<file path="config.mk">
export PLATFORM = sky130hd
export DESIGN_NAME = crp16_reg_writeback
export DESIGN_NICKNAME = d
export VERILOG_FILES = /design/src/rtl/crp16_wb_pkg.sv /design/src/rtl/crp16_wb_slot.sv /design/src/rtl/crp16_reg_writeback.sv
export SDC_FILE = /design/constraint.sdc
export NUM_CORES = 1
export LEC_CHECK = 0
export CORE_AREA = 2 2 59 61
export DETAILED_ROUTE_END_ITERATION = 7
export DIE_AREA = 0 0 61 63
export DONT_BUFFER_PORTS = 1
export PLACE_DENSITY = 0.7
export SLEW_MARGIN = 20
export SYNTH_ARGS = -nofsm -noshare
export SYNTH_HDL_FRONTEND = slang
export SYNTH_SLANG_ARGS = --single-unit
</file>
<file path="constraint.sdc">
create_clock -name clock -period 1.8 [get_ports clock]
set_input_delay 0.18 -clock clock [delete_from_list [all_inputs] [get_ports clock]]
set_output_delay 0.18 -clock clock [all_outputs]
set_load 0.05 [all_outputs]
</file>
<file path="src/rtl/crp16_wb_pkg.sv">
// Shared types and widths for the CRP16 register-file writeback front end.
// Optional feature macro used by this block: CRP16_WB_PENDING_EN.
package crp16_wb_pkg;

    localparam int CRP16_REG_SEL_W = 3;
    localparam int CRP16_DATA_W    = 16;

    typedef struct packed {
        logic                       valid;
        logic [CRP16_REG_SEL_W-1:0] sel;
        logic [CRP16_DATA_W-1:0]    val;
    } crp16_wb_slot_t;

    typedef enum logic {
        SRC_ALU = 1'b0,
        SRC_MEM = 1'b1
    } crp16_wb_src_e;

endpackage

</file>
<file path="src/rtl/crp16_wb_slot.sv">
// One-entry holding register for a single result producer.
// Accepts a new entry whenever it is empty or being drained in the same cycle.
module crp16_wb_slot #(
    parameter int DATA_W = 16,
    parameter int SEL_W  = 3
) (
    input  logic              clock,
    input  logic              resetn,
    input  logic              i_valid,
    input  logic [SEL_W-1:0]  i_sel,
    input  logic [DATA_W-1:0] i_val,
    input  logic              i_drain,
    output logic              o_ready,
    output logic              o_fill,
    output logic              o_valid,
    output logic [SEL_W-1:0]  o_sel,
    output logic [DATA_W-1:0] o_val
);

    logic              r_valid;
    logic [SEL_W-1:0]  r_sel;
    logic [DATA_W-1:0] r_val;

    assign o_ready = !r_valid || i_drain;
    assign o_fill  = i_valid && o_ready;
    assign o_valid = r_valid;
    assign o_sel   = r_sel;
    assign o_val   = r_val;

    always_ff @(posedge clock or negedge resetn) begin
        if (!resetn) begin
            r_valid <= 1'b0;
            r_sel   <= '0;
            r_val   <= '0;
        end else if (o_fill) begin
            r_valid <= 1'b1;
            r_sel   <= i_sel;
            r_val   <= i_val;
        end else if (i_drain) begin
            r_valid <= 1'b0;
        end
    end

endmodule

</file>
<file path="src/rtl/crp16_reg_writeback.sv">
// Serialises ALU and load results onto the register file's single write port, oldest first.
// Define CRP16_WB_PENDING_EN to add the per-register pending-write vector.
module crp16_reg_writeback
    import crp16_wb_pkg::*;
#(
    parameter int DATA_W = CRP16_DATA_W,
    parameter int SEL_W  = CRP16_REG_SEL_W
) (
    input  logic              clock,
    input  logic              resetn,
    input  logic              alu_valid,
    output logic              alu_ready,
    input  logic [SEL_W-1:0]  alu_sel,
    input  logic [DATA_W-1:0] alu_val,
    input  logic              mem_valid,
    output logic              mem_ready,
    input  logic [SEL_W-1:0]  mem_sel,
    input  logic [DATA_W-1:0] mem_val,
    output logic              write,
    output logic [SEL_W-1:0]  write_sel,
    output logic [DATA_W-1:0] write_val,
    output logic              busy
`ifdef CRP16_WB_PENDING_EN
    ,
    output logic [(2**SEL_W)-1:0] pending
`endif
);

    logic              w_a_valid, w_a_fill, w_a_drain;
    logic [SEL_W-1:0]  w_a_sel;
    logic [DATA_W-1:0] w_a_val;
    logic              w_m_valid, w_m_fill, w_m_drain;
    logic [SEL_W-1:0]  w_m_sel;
    logic [DATA_W-1:0] w_m_val;
    logic              w_a_next, w_m_next;
    crp16_wb_src_e     w_src;
    logic              r_m_older;

    crp16_wb_slot #(.DATA_W(DATA_W), .SEL_W(SEL_W)) u_slot_a (
        .clock   (clock),
        .resetn  (resetn),
        .i_valid (alu_valid),
        .i_sel   (alu_sel),
        .i_val   (alu_val),
        .i_drain (w_a_drain),
        .o_ready (alu_ready),
        .o_fill  (w_a_fill),
        .o_valid (w_a_valid),
        .o_sel   (w_a_sel),
        .o_val   (w_a_val)
    );

    crp16_wb_slot #(.DATA_W(DATA_W), .SEL_W(SEL_W)) u_slot_m (
        .clock   (clock),
        .resetn  (resetn),
        .i_valid (mem_valid),
        .i_sel   (mem_sel),
        .i_val   (mem_val),
        .i_drain (w_m_drain),
        .o_ready (mem_ready),
        .o_fill  (w_m_fill),
        .o_valid (w_m_valid),
        .o_sel   (w_m_sel),
        .o_val   (w_m_val)
    );

    // Arbitration depends only on registered slot state, never on the handshake inputs.
    assign w_src     = (w_m_valid && (!w_a_valid || r_m_older)) ? SRC_MEM : SRC_ALU;
    assign w_m_drain = w_m_valid && (w_src == SRC_MEM);
    assign w_a_drain = w_a_valid && (w_src == SRC_ALU);

    assign write = w_a_valid || w_m_valid;
    assign busy  = write;

    always_comb begin
        write_sel = '0;
        write_val = '0;
        if (w_m_drain) begin
            write_sel = w_m_sel;
            write_val = w_m_val;
        end else if (w_a_drain) begin
            write_sel = w_a_sel;
            write_val = w_a_val;
        end
    end

    // A slot that is valid and not draining cannot be refilled, so "next & !fill" means retained.
    assign w_a_next = w_a_fill || (w_a_valid && !w_a_drain);
    assign w_m_next = w_m_fill || (w_m_valid && !w_m_drain);

    always_ff @(posedge clock or negedge resetn) begin
        if (!resetn) begin
            r_m_older <= 1'b1;
        end else if (w_a_next && w_m_next) begin
            if (w_a_fill && w_m_fill)
                r_m_older <= 1'b1;
            else if (w_a_fill)
                r_m_older <= 1'b1;
            else if (w_m_fill)
                r_m_older <= 1'b0;
        end else if (w_a_next) begin
            r_m_older <= 1'b0;
        end else if (w_m_next) begin
            r_m_older <= 1'b1;
        end
    end

`ifdef CRP16_WB_PENDING_EN
    always_comb begin
        pending = '0;
        if (w_a_valid) pending[w_a_sel] = 1'b1;
        if (w_m_valid) pending[w_m_sel] = 1'b1;
    end
`endif

endmodule

</file>
==> reports/summary.txt <==
Worst-path fanout max -> 15
Largest net degree at the start of global routing -> 42
Final setup vio count -> 15
Final TNS setup -> -152 ps
Period utilisation layout -> 103%
Nets -> 211
Number of buffers created by CTS -> 5
Die Ht -> 63 um
Final Util -> 80.6%
I/O Buffers -> 0
Avg Inst Size Synth -> 15.5 um2
HPWL Detailed -> 2220 um
Chip width -> 61 um
Synth top area share -> 55.1%
Synthesized area -> 0.00182 mm2
Post-synthesis sequential area ratio -> 56.5%
Layout cells sized above 1 -> 50.0%
Multi-input logic area -> 897 um2
Worst-Skew Late Latency -> 350 ps
Max Slew Vio Count -> 0
Detail Route Antenna Nets -> 0
Core Footprint -> 0.00323 mm2
Outcome -> finished with violations
Clock Sink Count -> 41
Drt via density -> 5.54
Iteration-0 DRC Markers -> 78
Clock Skew -> 13.2 ps
Req. time, crit path -> 1620 ps
Setup WS post-layout -> -50.4 ps
Remaining DRCs -> 0
TritonCTS clock tree -> yes
Dpl cells -> 163
Vias in the first global route -> 1399
Max VDD drop -> 0.729 mV
Routed WL -> 4310 um
Design area -> 0.00260 mm2
Most frequent CP cell -> buf_12
Warning count from the yosys run -> 0
Failing checks -> setup timing
Die area -> 0.00384 mm2
H-tree Lvls -> 2
Slowest-stage cell, CP -> dfrtp_2
CP Class -> reg2out
Initial core utilization -> 56.3%
Netlist cell types -> 17
Fmax -> 540 MHz
Relative slew slack -> 66.1%
Power density over cell area -> 1170 mW/mm2
Worst path cell trace -> a21boi_4, buf_12, a22o_4, buf_12
CTS Root Cell -> clkbuf_4
Startpoint Class -> register
CTS Buffer Depth -> 2
Antenna violations before repair -> 0
Worst path arrival time -> 1670 ps
Fin crit period -> 1850 ps
Synth area leader -> dfrtp_1
Gpl congestion -> 0.675
FP Rows -> 21
Synthesized Nets -> 159
CP top delay family -> flip-flops
Yosys reg bits -> 41
CP endpoint kind -> output pin
Actual slew at the worst max-slew pin -> 511 ps
Final Hold Viols -> 0
Gate Count Post-Synth -> 117
Synth top area cells -> dfrtp_1 (55%), mux2_2 (24%), a22o_2 (10%), buf_6 (1.9%), dfstp_2 (1.4%)
WL per Instance -> 19.9 um
DR vias -> 1196
Gr ovfl total -> 0
Storage cell area -> 0.00103 mm2
Total GRT Usage -> 23.8%
Unrepaired setup endpoints after global routing -> true
Hold crit path type -> in2reg
Fillers -> 182
Diode count -> 0
Layout Cells excl Fill -> 216
Max incr delay on CP -> 490 ps
Static leakage -> 0.00112 uW
Clk slew on worst S/H paths -> 120 ps
Placed Area -> 0.00188 mm2
Area Overhead vs Synth -> 43.2%
TritonRoute pass-1 iters -> 4
Buf/Inv on CP -> 2
First-pass GRT wire length -> 6570 um
MaxCap Viol Count -> 0
I/O pin count -> 65
path summary, 6_finish.rpt:
kind	end	startpoint	cells past startpoint	slack [ps]
worst max-delay path	write_val[11]	u_slot_a.o_valid	4	-50
worst min-delay path	r_m_older	alu_valid	3	100
worst max register to register	u_slot_m.o_val[7]	r_m_older	5	70
worst min register to register	u_slot_a.o_val[9]	u_slot_a.o_val[9]	1	550
max in group asynchronous	r_m_older	resetn	2	1280
min in group asynchronous	u_slot_m.o_valid	resetn	2	270
stage by stage:
step                hold slack (ps)  power [uW]  worst slack, ps
finish                         97.3        3050            -50.4
global route                    109        3170             -102
CTS                            30.6        3010            -76.1
detailed placement             -115        2120              248
global placement               -115        2100              258
floorplan                      -116        2000             96.1
power breakdown:
part	switching (uW)	internal [uW]
combinational	698	507
sequential	134	1080
clock	301	330
total	1130	1920
placed cells by master, fill, tap and decap left out, types with 2 or more instances in the layout:
cell type / synthesis / final
nand2b_1: 2 / 2
mux2_2: 38 / 38
nand2_1: 2 / 2
dlygate4sd3_1: 0 / 41
buf_12: 0 / 3
buf_4: 1 / 4
dfrtp_1: 40 / 38
a22o_4: 0 / 19
clkbuf_4: 0 / 5
dfrtp_2: 0 / 2
a21boi_4: 0 / 2
synth_stat cells, drive strengths merged:
library cell / number
dfrtp: 40
mux2: 38
a22o: 19
buf: 5
nand2: 4
a21boi: 2
nand2b: 2
dfstp: 1
inv: 1
nand3: 1
nand3b: 1
nor2b: 1
o21ai: 1
or2: 1
area by class of cell:
| type | count | share of cell area [%] |
|---|---|---|
| clock inverters | 2 | 1.44 |
| clock buffers | 6 | 1.97 |
| flip-flops and latches | 41 | 39.5 |
| multi-input cells | 70 | 34.5 |
| inverters | 1 | 0.144 |
| well taps | 46 | 2.21 |
| repair buffers | 50 | 20.2 |
logic make-up (layout without fill, tap and decap cells):
| kind of cell | count (synthesis) | count (layout) | synth area share, % |
|---|---|---|---|
| AND/OR/NAND/NOR | 10 | 10 | 4.68 |
| flip-flops | 41 | 41 | 56.5 |
| multiplexers | 38 | 38 | 23.5 |
| buffers and inverters | 6 | 59 | 3.30 |
| AO/OA/AOI/OAI | 22 | 22 | 12.0 |
worst register-to-register path, delay by kind of cell, from the launching register on:
| family | cells | cell delay [ps] |
|---|---|---|
| simple gates | 2 | 550 |
| mux | 1 | 380 |
| buf+inv | 2 | 280 |
| flops | 1 | 420 |
flip-flops by register name, indices dropped and copies added, names as in the netlist:
name,count
u_slot_m.o_valid,1
u_slot_a.o_sel,3
r_m_older,1
u_slot_m.o_sel,3
u_slot_a.o_valid,1
u_slot_a.o_val,16
u_slot_m.o_val,16
repair_timing:
| item | in CTS | in global routing |
|---|---|---|
| endpoints found under the setup margin | 19 | 19 |
| gates cloned | 1 | 0 |
| endpoints found under the hold margin | 82 | 0 |
| setup buffers | 1 | 1 |
| resized for setup | 24 | 5 |
| hold buffers | 42 | 0 |
| pin swaps | 16 | 4 |
per-layer routing:
layer | wire, um | share of wire [%] | vias to the layer above | global-route usage [%]
met5 | 0 | 0 | - | 0
met4 | 109 | 2.5 | 0 | 9.78
met3 | 201 | 4.7 | 11 | 6.63
met2 | 2340 | 54 | 47 | 41.9
met1 | 1660 | 38 | 602 | 25.8
li1 | - | - | 536 | -
No activity file was read; power rests on OpenSTA's default activity.
